`config.mk`:
```
export PLATFORM = sky130hd
export DESIGN_NAME = multiple_comparator_feeder
export DESIGN_NICKNAME = d
export VERILOG_FILES = /design/src/rtl/multiple_comparator_feeder.sv
export SDC_FILE = /design/constraint.sdc
export NUM_CORES = 1
export LEC_CHECK = 0
export BUFFER_PORTS_ARGS = -buffer_cell sky130_fd_sc_hd__buf_2
export CAP_MARGIN = 25
export CELL_PAD_IN_SITES_DETAIL_PLACEMENT = 1
export CELL_PAD_IN_SITES_GLOBAL_PLACEMENT = 1
export CORE_MARGIN = 2
export CORE_UTILIZATION = 39
export CTS_CLUSTER_DIAMETER = 150
export DETAILED_ROUTE_END_ITERATION = 16
export PLACE_DENSITY_LB_ADDON = 0.25
export SETUP_SLACK_MARGIN = 0.3
export SLEW_MARGIN = 10
export SYNTH_ARGS = -nofsm -noshare
export SYNTH_HDL_FRONTEND = slang
export SYNTH_SLANG_ARGS = --single-unit
```
`constraint.sdc`:
```
create_clock -name clock -period 2.32 [get_ports clock]
set_clock_uncertainty 0.15 [all_clocks]
set_input_delay 0.348 -clock clock [delete_from_list [all_inputs] [get_ports clock]]
set_output_delay 0.348 -clock clock [all_outputs]
set_load 0.01 [all_outputs]
```
`src/rtl/multiple_comparator_feeder.sv`:
```
// Serial-to-parallel feeder for a 4-input, 2-stage comparator tree: collects four samples,
// pulses io_start for two cycles, latches the tree result and offers it downstream.
// Optional build macro FEEDER_RESULT_COUNT_EN adds a 16-bit completed-result counter io_count.
module multiple_comparator_feeder (
    input  logic        clock,
    input  logic        reset,
    input  logic        io_in_valid,
    output logic        io_in_ready,
    input  logic [6:0]  io_in_bits,
    output logic [6:0]  io_inputs_0,
    output logic [6:0]  io_inputs_1,
    output logic [6:0]  io_inputs_2,
    output logic [6:0]  io_inputs_3,
    output logic        io_start,
    input  logic [6:0]  io_result,
    output logic        io_out_valid,
    input  logic        io_out_ready,
`ifdef FEEDER_RESULT_COUNT_EN
    output logic [15:0] io_count,
`endif
    output logic [6:0]  io_out_bits
);

    localparam logic [2:0] S_COLLECT = 3'd0;
    localparam logic [2:0] S_RUN0    = 3'd1;
    localparam logic [2:0] S_RUN1    = 3'd2;
    localparam logic [2:0] S_LATCH   = 3'd3;
    localparam logic [2:0] S_OUT     = 3'd4;

    logic [2:0] r_state;
    logic [2:0] w_next_state;
    logic [1:0] r_cnt;
    logic [6:0] r_in0;
    logic [6:0] r_in1;
    logic [6:0] r_in2;
    logic [6:0] r_in3;
    logic [6:0] r_out_bits;
    logic       w_accept;
    logic       w_out_fire;

    assign w_accept   = io_in_valid && (r_state == S_COLLECT);
    assign w_out_fire = io_out_ready && (r_state == S_OUT);

    // Next-state selection for the collect / run / latch / output sequence.
    always_comb begin
        w_next_state = r_state;
        case (r_state)
            S_COLLECT: begin
                if (w_accept && (r_cnt == 2'd3)) begin
                    w_next_state = S_RUN0;
                end else begin
                    w_next_state = S_COLLECT;
                end
            end
            S_RUN0:  w_next_state = S_RUN1;
            S_RUN1:  w_next_state = S_LATCH;
            S_LATCH: w_next_state = S_OUT;
            S_OUT: begin
                if (w_out_fire) begin
                    w_next_state = S_COLLECT;
                end else begin
                    w_next_state = S_OUT;
                end
            end
            default: w_next_state = S_COLLECT;
        endcase
    end

    // State register.
    always_ff @(posedge clock or posedge reset) begin
        if (reset) begin
            r_state <= S_COLLECT;
        end else begin
            r_state <= w_next_state;
        end
    end

    // Sample slot counter; wraps to 0 on the fourth accept.
    always_ff @(posedge clock or posedge reset) begin
        if (reset) begin
            r_cnt <= 2'd0;
        end else if (w_accept) begin
            r_cnt <= r_cnt + 2'd1;
        end else begin
            r_cnt <= r_cnt;
        end
    end

    // Operand registers: written only while collecting, so they stay frozen through the run.
    always_ff @(posedge clock or posedge reset) begin
        if (reset) begin
            r_in0 <= 7'd0;
            r_in1 <= 7'd0;
            r_in2 <= 7'd0;
            r_in3 <= 7'd0;
        end else if (w_accept) begin
            case (r_cnt)
                2'd0:    r_in0 <= io_in_bits;
                2'd1:    r_in1 <= io_in_bits;
                2'd2:    r_in2 <= io_in_bits;
                2'd3:    r_in3 <= io_in_bits;
                default: r_in0 <= r_in0;
            endcase
        end else begin
            r_in0 <= r_in0;
        end
    end

    // Result register: the tree output is valid during LATCH after its two advance cycles.
    always_ff @(posedge clock or posedge reset) begin
        if (reset) begin
            r_out_bits <= 7'd0;
        end else if (r_state == S_LATCH) begin
            r_out_bits <= io_result;
        end else begin
            r_out_bits <= r_out_bits;
        end
    end

`ifdef FEEDER_RESULT_COUNT_EN
    logic [15:0] r_count;

    // Completed-result counter, wraps naturally at 16 bits.
    always_ff @(posedge clock or posedge reset) begin
        if (reset) begin
            r_count <= 16'd0;
        end else if (w_out_fire) begin
            r_count <= r_count + 16'd1;
        end else begin
            r_count <= r_count;
        end
    end

    assign io_count = r_count;
`endif

    assign io_in_ready  = (r_state == S_COLLECT);
    assign io_start     = (r_state == S_RUN0) || (r_state == S_RUN1);
    assign io_out_valid = (r_state == S_OUT);
    assign io_out_bits  = r_out_bits;
    assign io_inputs_0  = r_in0;
    assign io_inputs_1  = r_in1;
    assign io_inputs_2  = r_in2;
    assign io_inputs_3  = r_in3;

endmodule

```
==> results of run 1 <==
[worst paths after layout]
kind / endpoint / cells past startpoint / from
worst max-delay path: io_start / 3 / r_state[0]
worst min-delay path: r_state[0] / 3 / reset
worst max register to register: io_inputs_1[0] / 4 / r_state[2]
worst min register to register: io_inputs_1[1] / 1 / io_inputs_1[1]
max in group asynchronous: io_inputs_1[2] / 3 / reset
min in group clock: r_state[2] / 2 / io_out_ready
[report_power, final]
part	switching (mW)	internal (mW)	total [mW]
logic	0.573	0.616	1.19
registers	0.209	1.05	1.26
clock network	0.227	0.379	0.607
[area by class of cell]
class / instances / area (µm²) / share of cell area (%)
Clock buffer: 7 / 96.3 / 4.68
Clock inverter: 1 / 30.0 / 1.46
Inverter: 4 / 15.0 / 0.729
Multi-Input combinational cell: 56 / 558 / 27.1
Sequential cell: 40 / 1000 / 48.6
Tap cell: 50 / 62.6 / 3.04
Timing Repair Buffer: 58 / 298 / 14.5
[flip-flops by register name (all words and copies together) (netlist names)]
signal,count
io_inputs_0,7
io_inputs_1,7
io_inputs_2,7
io_inputs_3,7
io_out_bits,7
r_cnt,2
r_state,3
[worst max-delay path, stage by stage, from the launching register on]
cell and delay, ns:
dfrtp_1 0.47, xnor2_1 0.25, nor2_1 0.08, buf_2 0.15
[layer usage]
metal  share of wire, %  vias to the layer above  track usage, %
li1                   -                      474               -
met1                 39                      511            19.2
met2                 54                       28            27.5
met3                5.2                        6            5.26
met4                1.6                        0            6.75
met5                  0                        -               0
[per-stage QoR]
stage          util, %  instances  instance area, µm²  hold slack (ns)
6_report          51.9        216                2060           0.0195
5_1_grt           51.9        216                2060           0.0601
4_1_cts           51.5        214                2050           0.0362
3_5_place_dp      48.3        206                1920            0.335
3_3_place_gp      48.3        206                1920            0.320
2_1_floorplan        -        102                1590            0.305
[cell families (layout without fill, tap and decap cells)]
kind of cell / Yosys count / count (layout) / synth area share [%]
simple gates: 12 / 12 / 5.11
buf+inv: 6 / 70 / 1.97
flops: 40 / 40 / 62.9
fa+ha+maj: 4 / 4 / 3.15
xor+xnor: 2 / 2 / 1.10
mux: 35 / 35 / 24.8
compound gates: 3 / 3 / 0.944
[cell usage in the layout (no fill, tap or decap)]
cell type / synthesis / final
nor2_1: 2 / 2
buf_4: 0 / 3
o21ai_0: 2 / 2
clkbuf_8: 0 / 7
a21oi_1: 1 / 1
dfrtp_1: 40 / 40
mux2_2: 33 / 33
mux2_1: 2 / 2
nand2_1: 2 / 2
inv_1: 4 / 4
xnor2_1: 2 / 2
nand3b_1: 1 / 1
buf_2: 1 / 55
bufinv_16: 0 / 1
ha_1: 4 / 4
nor3_1: 2 / 2
nor4b_4: 1 / 1
nand2_2: 4 / 4
==> flow_summary.yaml, run 1 <==
run_status:
  outcome: "complete, no violations"
clock_network:
  htree_levels: 2
  clkTransAtPathRegs_ns: 0.07
  cts_made_buffers: 5
  clk_latency_ns: 0.28
  cts-root-buf: "clkbuf_8"
  post_cts_resized: 0
  holdBufCountCts: 0
  cts_tree: "yes"
  clockBufferDepth: 2
  post-cts-setup-buffers: 0
  numClockSinks: 40
global_routing:
  globalRoute.totalOverflow: 0
  grt_pass1_vias: 1081
  grt_use_total_pct: 16.3
  antenna_found_initial: 0
  grt_pass1_wl_um: 5300
  grt_max_degree: 41
synthesis:
  synthArstFlopShare_pct: 100
  synth_edf_count: 0
  ys.flop_type: "dfrtp_1"
  synthCells: 102
  yosys-top-cells-count: "dfrtp_1, mux2_2, ha_1, inv_1, nand2_2"
  synth_top_area_cell: "dfrtp_1"
  yosys_register_bits: 40
  synth_top_area_share_pct: 62.9
  synth.cell_area_um2: 1590
  yosysMostFrequentCell: "dfrtp_1"
  synth_area_leaders: "dfrtp_1, mux2_2, ha_1, nand2_2, nor4b_4"
  yosysWarnings: 0
  yosysSeqAreaShare_pct: 62.9
  ys_types: 16
  synth_nets: 124
  syn_area_per_cell_um2: 15.6
sta:
  finalSetupTns_ns: 0
  worst-slew-pin-transition_ns: 0.498
  slew_violations: 0
  relSlewSlack_pct: 66.8
  clock.fmax_ghz: 0.582
  final.period_utilization_pct: 74.1
  setup_ws_ns: 0.601
  setup_viol: 0
  hold_viol_final: 0
  grt_setup_unrepaired: "no"
  fin_crit_ns: 1.72
placed_design:
  place_ws_ns: 0.392
  port-buffer-count: 55
  gp_congestion: 0.622
  dp.final_hpwl_um: 2480
power:
  power_density_nw_per_um2: 1480
  vdd_drop_max_v: 0.000555
  p_leak_nw: 1.04
  total_power_mw: 3.05
floorplanning:
  die_area_um2: 4600
  rows: 23
  design.core.area_um2: 3970
  die_x_um: 67.9
  start_util_pct: 40.0
  die_h_um: 67.9
  io_pins: 56
worst_setup_path:
  cp.arrival_ns: 1.22
  path_max_fanout: 6
  endpoint_kind: "primary output"
  reg2reg_slack_ns: 0.63
  critPathRequiredTime_ns: 1.82
  crit_type: "flop to primary output"
  cp-start-kind: "flop"
drt:
  dr.pass1.iters: 3
  drtIter0Drc: 11
  post_drt_wl_per_cell_um: 15.5
  drt.antenna.violating_nets: 0
  vias: 1019
  via_per_inst: 4.72
  drc_errors: 0
  wl_um: 3360
final_layout:
  fillCellCount: 427
  final_net_count: 187
  syn_to_final_growth_pct: 29.6
  layout-drive-gt1-share_pct: 62.7
  n_antenna_cell: 0
hold_path:
  hp-class: "input port to asynchronous set/reset pin"
flow_run:
  drv_cap: 0
No activity file was read; power rests on OpenSTA's default activity.
==> inputs of run 2 (changes only) <==
--- a/config.mk
+++ b/config.mk
@@ -10,7 +10,7 @@
 export CELL_PAD_IN_SITES_DETAIL_PLACEMENT = 1
 export CELL_PAD_IN_SITES_GLOBAL_PLACEMENT = 1
 export CORE_MARGIN = 2
-export CORE_UTILIZATION = 39
+export CORE_UTILIZATION = 35
 export CTS_CLUSTER_DIAMETER = 150
 export DETAILED_ROUTE_END_ITERATION = 16
 export PLACE_DENSITY_LB_ADDON = 0.25
==> constraint.sdc (replaced) <==
create_clock -name clock -period 1.49 [get_ports clock]
set_clock_uncertainty 0.15 [all_clocks]
set_input_delay 0.2235 -clock clock [delete_from_list [all_inputs] [get_ports clock]]
set_output_delay 0.2235 -clock clock [all_outputs]
set_load 0.01 [all_outputs]
==> run 2 against run 1 <==
  * The run now ends with setup timing left
  * Cell area rose by 15%
  * Via count rose by 10%
  * Global-route usage rose by 0.18 points
  * Critical path depth rose by 1
  * Non-clock buffer count rose by 18
  * Combinational power rose by 130%
  * Hold slack got worse by 0.0053 ns
  * Flip-flop and latch count did not move
  * Core utilization rose by 2.8 points
==> flow_summary.yaml, run 2 (synthesis gave the netlist of run 1 again) <==
hold_path:
  hp-class: "input port to flop"
  min_from: "io_result[0]"
run_status:
  outcome: "complete, but fails checks"
  violations: "setup timing"
final_layout:
  layout-drive-gt1-share_pct: 70.3
  final_common_cell: "buf_2"
  syn_to_final_growth_pct: 49.6
  mostFrequentLayoutCells: "buf_2, dfrtp_1, mux2_2"
  final_net_count: 206
  utilization_pct: 54.7
  n_antenna_cell: 0
  stdcell_area_um2: 2380
  fillCellCount: 455
  final_cells: 237
placed_design:
  place_ws_ns: -0.122
  port-buffer-count: 55
  post_dp_cell_area_um2: 1990
  placedCellCount: 215
  gp_congestion: 0.659
  dp.final_hpwl_um: 2840
global_routing:
  met2_usage_pct: 27.9
  grt_util_met1_pct: 20.0
  grt_max_degree: 22
  grt_pass1_vias: 1200
  globalRoute.totalOverflow: 0
  antenna_found_initial: 0
  busiest_layer: "met2"
  grt_pass1_wl_um: 6310
  grtUsageMet3_pct: 4.50
  grt_use_total_pct: 16.5
floorplanning:
  die_area_um2: 5100
  die_h_um: 71.4
  io_pins: 56
  die_x_um: 71.4
  design.core.area_um2: 4350
  rows: 24
  start_util_pct: 36.5
worst_setup_path:
  cp-startpoint: "r_state[2]"
  endpoint_kind: "flop"
  critPathRequiredTime_ns: 1.52
  r2r_start: "r_state[2]"
  crit_type: "flop to flop"
  cp-start-kind: "flop"
  cp.arrival_ns: 1.63
  path_max_fanout: 7
drt:
  drt.antenna.violating_nets: 0
  drc_errors: 0
  post_drt_wl_per_cell_um: 17.3
  dr.pass1.iters: 2
  drtIter0Drc: 20
  vias: 1122
  via_per_inst: 4.73
  wl_um: 4110
sta:
  clock.fmax_ghz: 0.625
  fin_hold_ws_ns: 0.0142
  hold_viol_final: 0
  finalSetupTns_ns: -2.58
  slew_violations: 0
  relSlewSlack_pct: 66.9
  setup_ws_ns: -0.111
  worst-slew-pin-transition_ns: 0.494
  fin_crit_ns: 1.60
  grt_setup_unrepaired: "yes"
  final.period_utilization_pct: 107
  setup_viol: 32
clock_network:
  cts_tree: "yes"
  numClockSinks: 40
  clk_latency_ns: 0.29
  htree_levels: 2
  clkTransAtPathRegs_ns: 0.07
  cts_made_buffers: 5
  cts-root-buf: "clkbuf_8"
  clockBufferDepth: 2
power:
  total_power_mw: 5.50
  power_density_nw_per_um2: 2310
  vdd_drop_max_v: 0.000927
  p_leak_nw: 1.20
flow_run:
  drv_cap: 0
[run 2: cell count changes in the layout (fill, tap and decap cells not counted), sizes merged]
cell	delta
dlygate4sd3	+2
inv	-1
clkinvlp	+3
buf	+16
bufinv	-1
[run 2: area by class of cell]
type | instances | area (µm²) | share of cell area (%)
well taps | 52 | 65.1 | 2.73
clock inverters | 1 | 7.51 | 0.315
inverters | 4 | 18.8 | 0.789
multi-input cells | 56 | 676 | 28.4
repair buffers | 76 | 520 | 21.9
repair inverters | 1 | 5.00 | 0.210
clock buffers | 7 | 86.3 | 3.63
flip-flops and latches | 40 | 1000 | 42.1
[run 2: critical path, stage by stage, from the launching register on]
cell and delay [ns]:
dfrtp_1 0.42, nor4b_4 0.29, buf_6 0.20, nand2_4 0.12, mux2_2 0.30
[run 2: repair_timing]
item,4_1_cts,5_1_grt
buffers inserted,6,5
hold endpoints to repair,21,0
pin swaps,0,1
endpoints found under the setup margin,72,81
hold buffers,2,0
gates resized for setup,33,7
cloned,0,1
[run 2: final timing paths]
path | endpoint | slack (ns) | cells past startpoint
setup / recovery | io_inputs_2[4] | -0.11 | 4
hold / removal | io_out_bits[0] | 0.01 | 2
setup reg to reg | io_inputs_2[4] | -0.11 | 4
hold reg to reg | io_inputs_2[2] | 0.35 | 1
max in group asynchronous | r_cnt[0] | 0.50 | 4
min in group asynchronous | io_inputs_2[0] | 0.32 | 3
[run 2: layer usage]
metal / up-vias / part of all wire, %
met5: - / 0
met4: 0 / 1.3
met3: 5 / 3.9
met2: 26 / 55
met1: 578 / 39
li1: 513 / -
[run 2: where the power goes]
part	switching [mW]	total, mW	internal, mW
combinational	1.20	2.79	1.59
sequential	0.336	1.97	1.63
clock	0.360	0.736	0.376
total	1.90	5.50	3.60
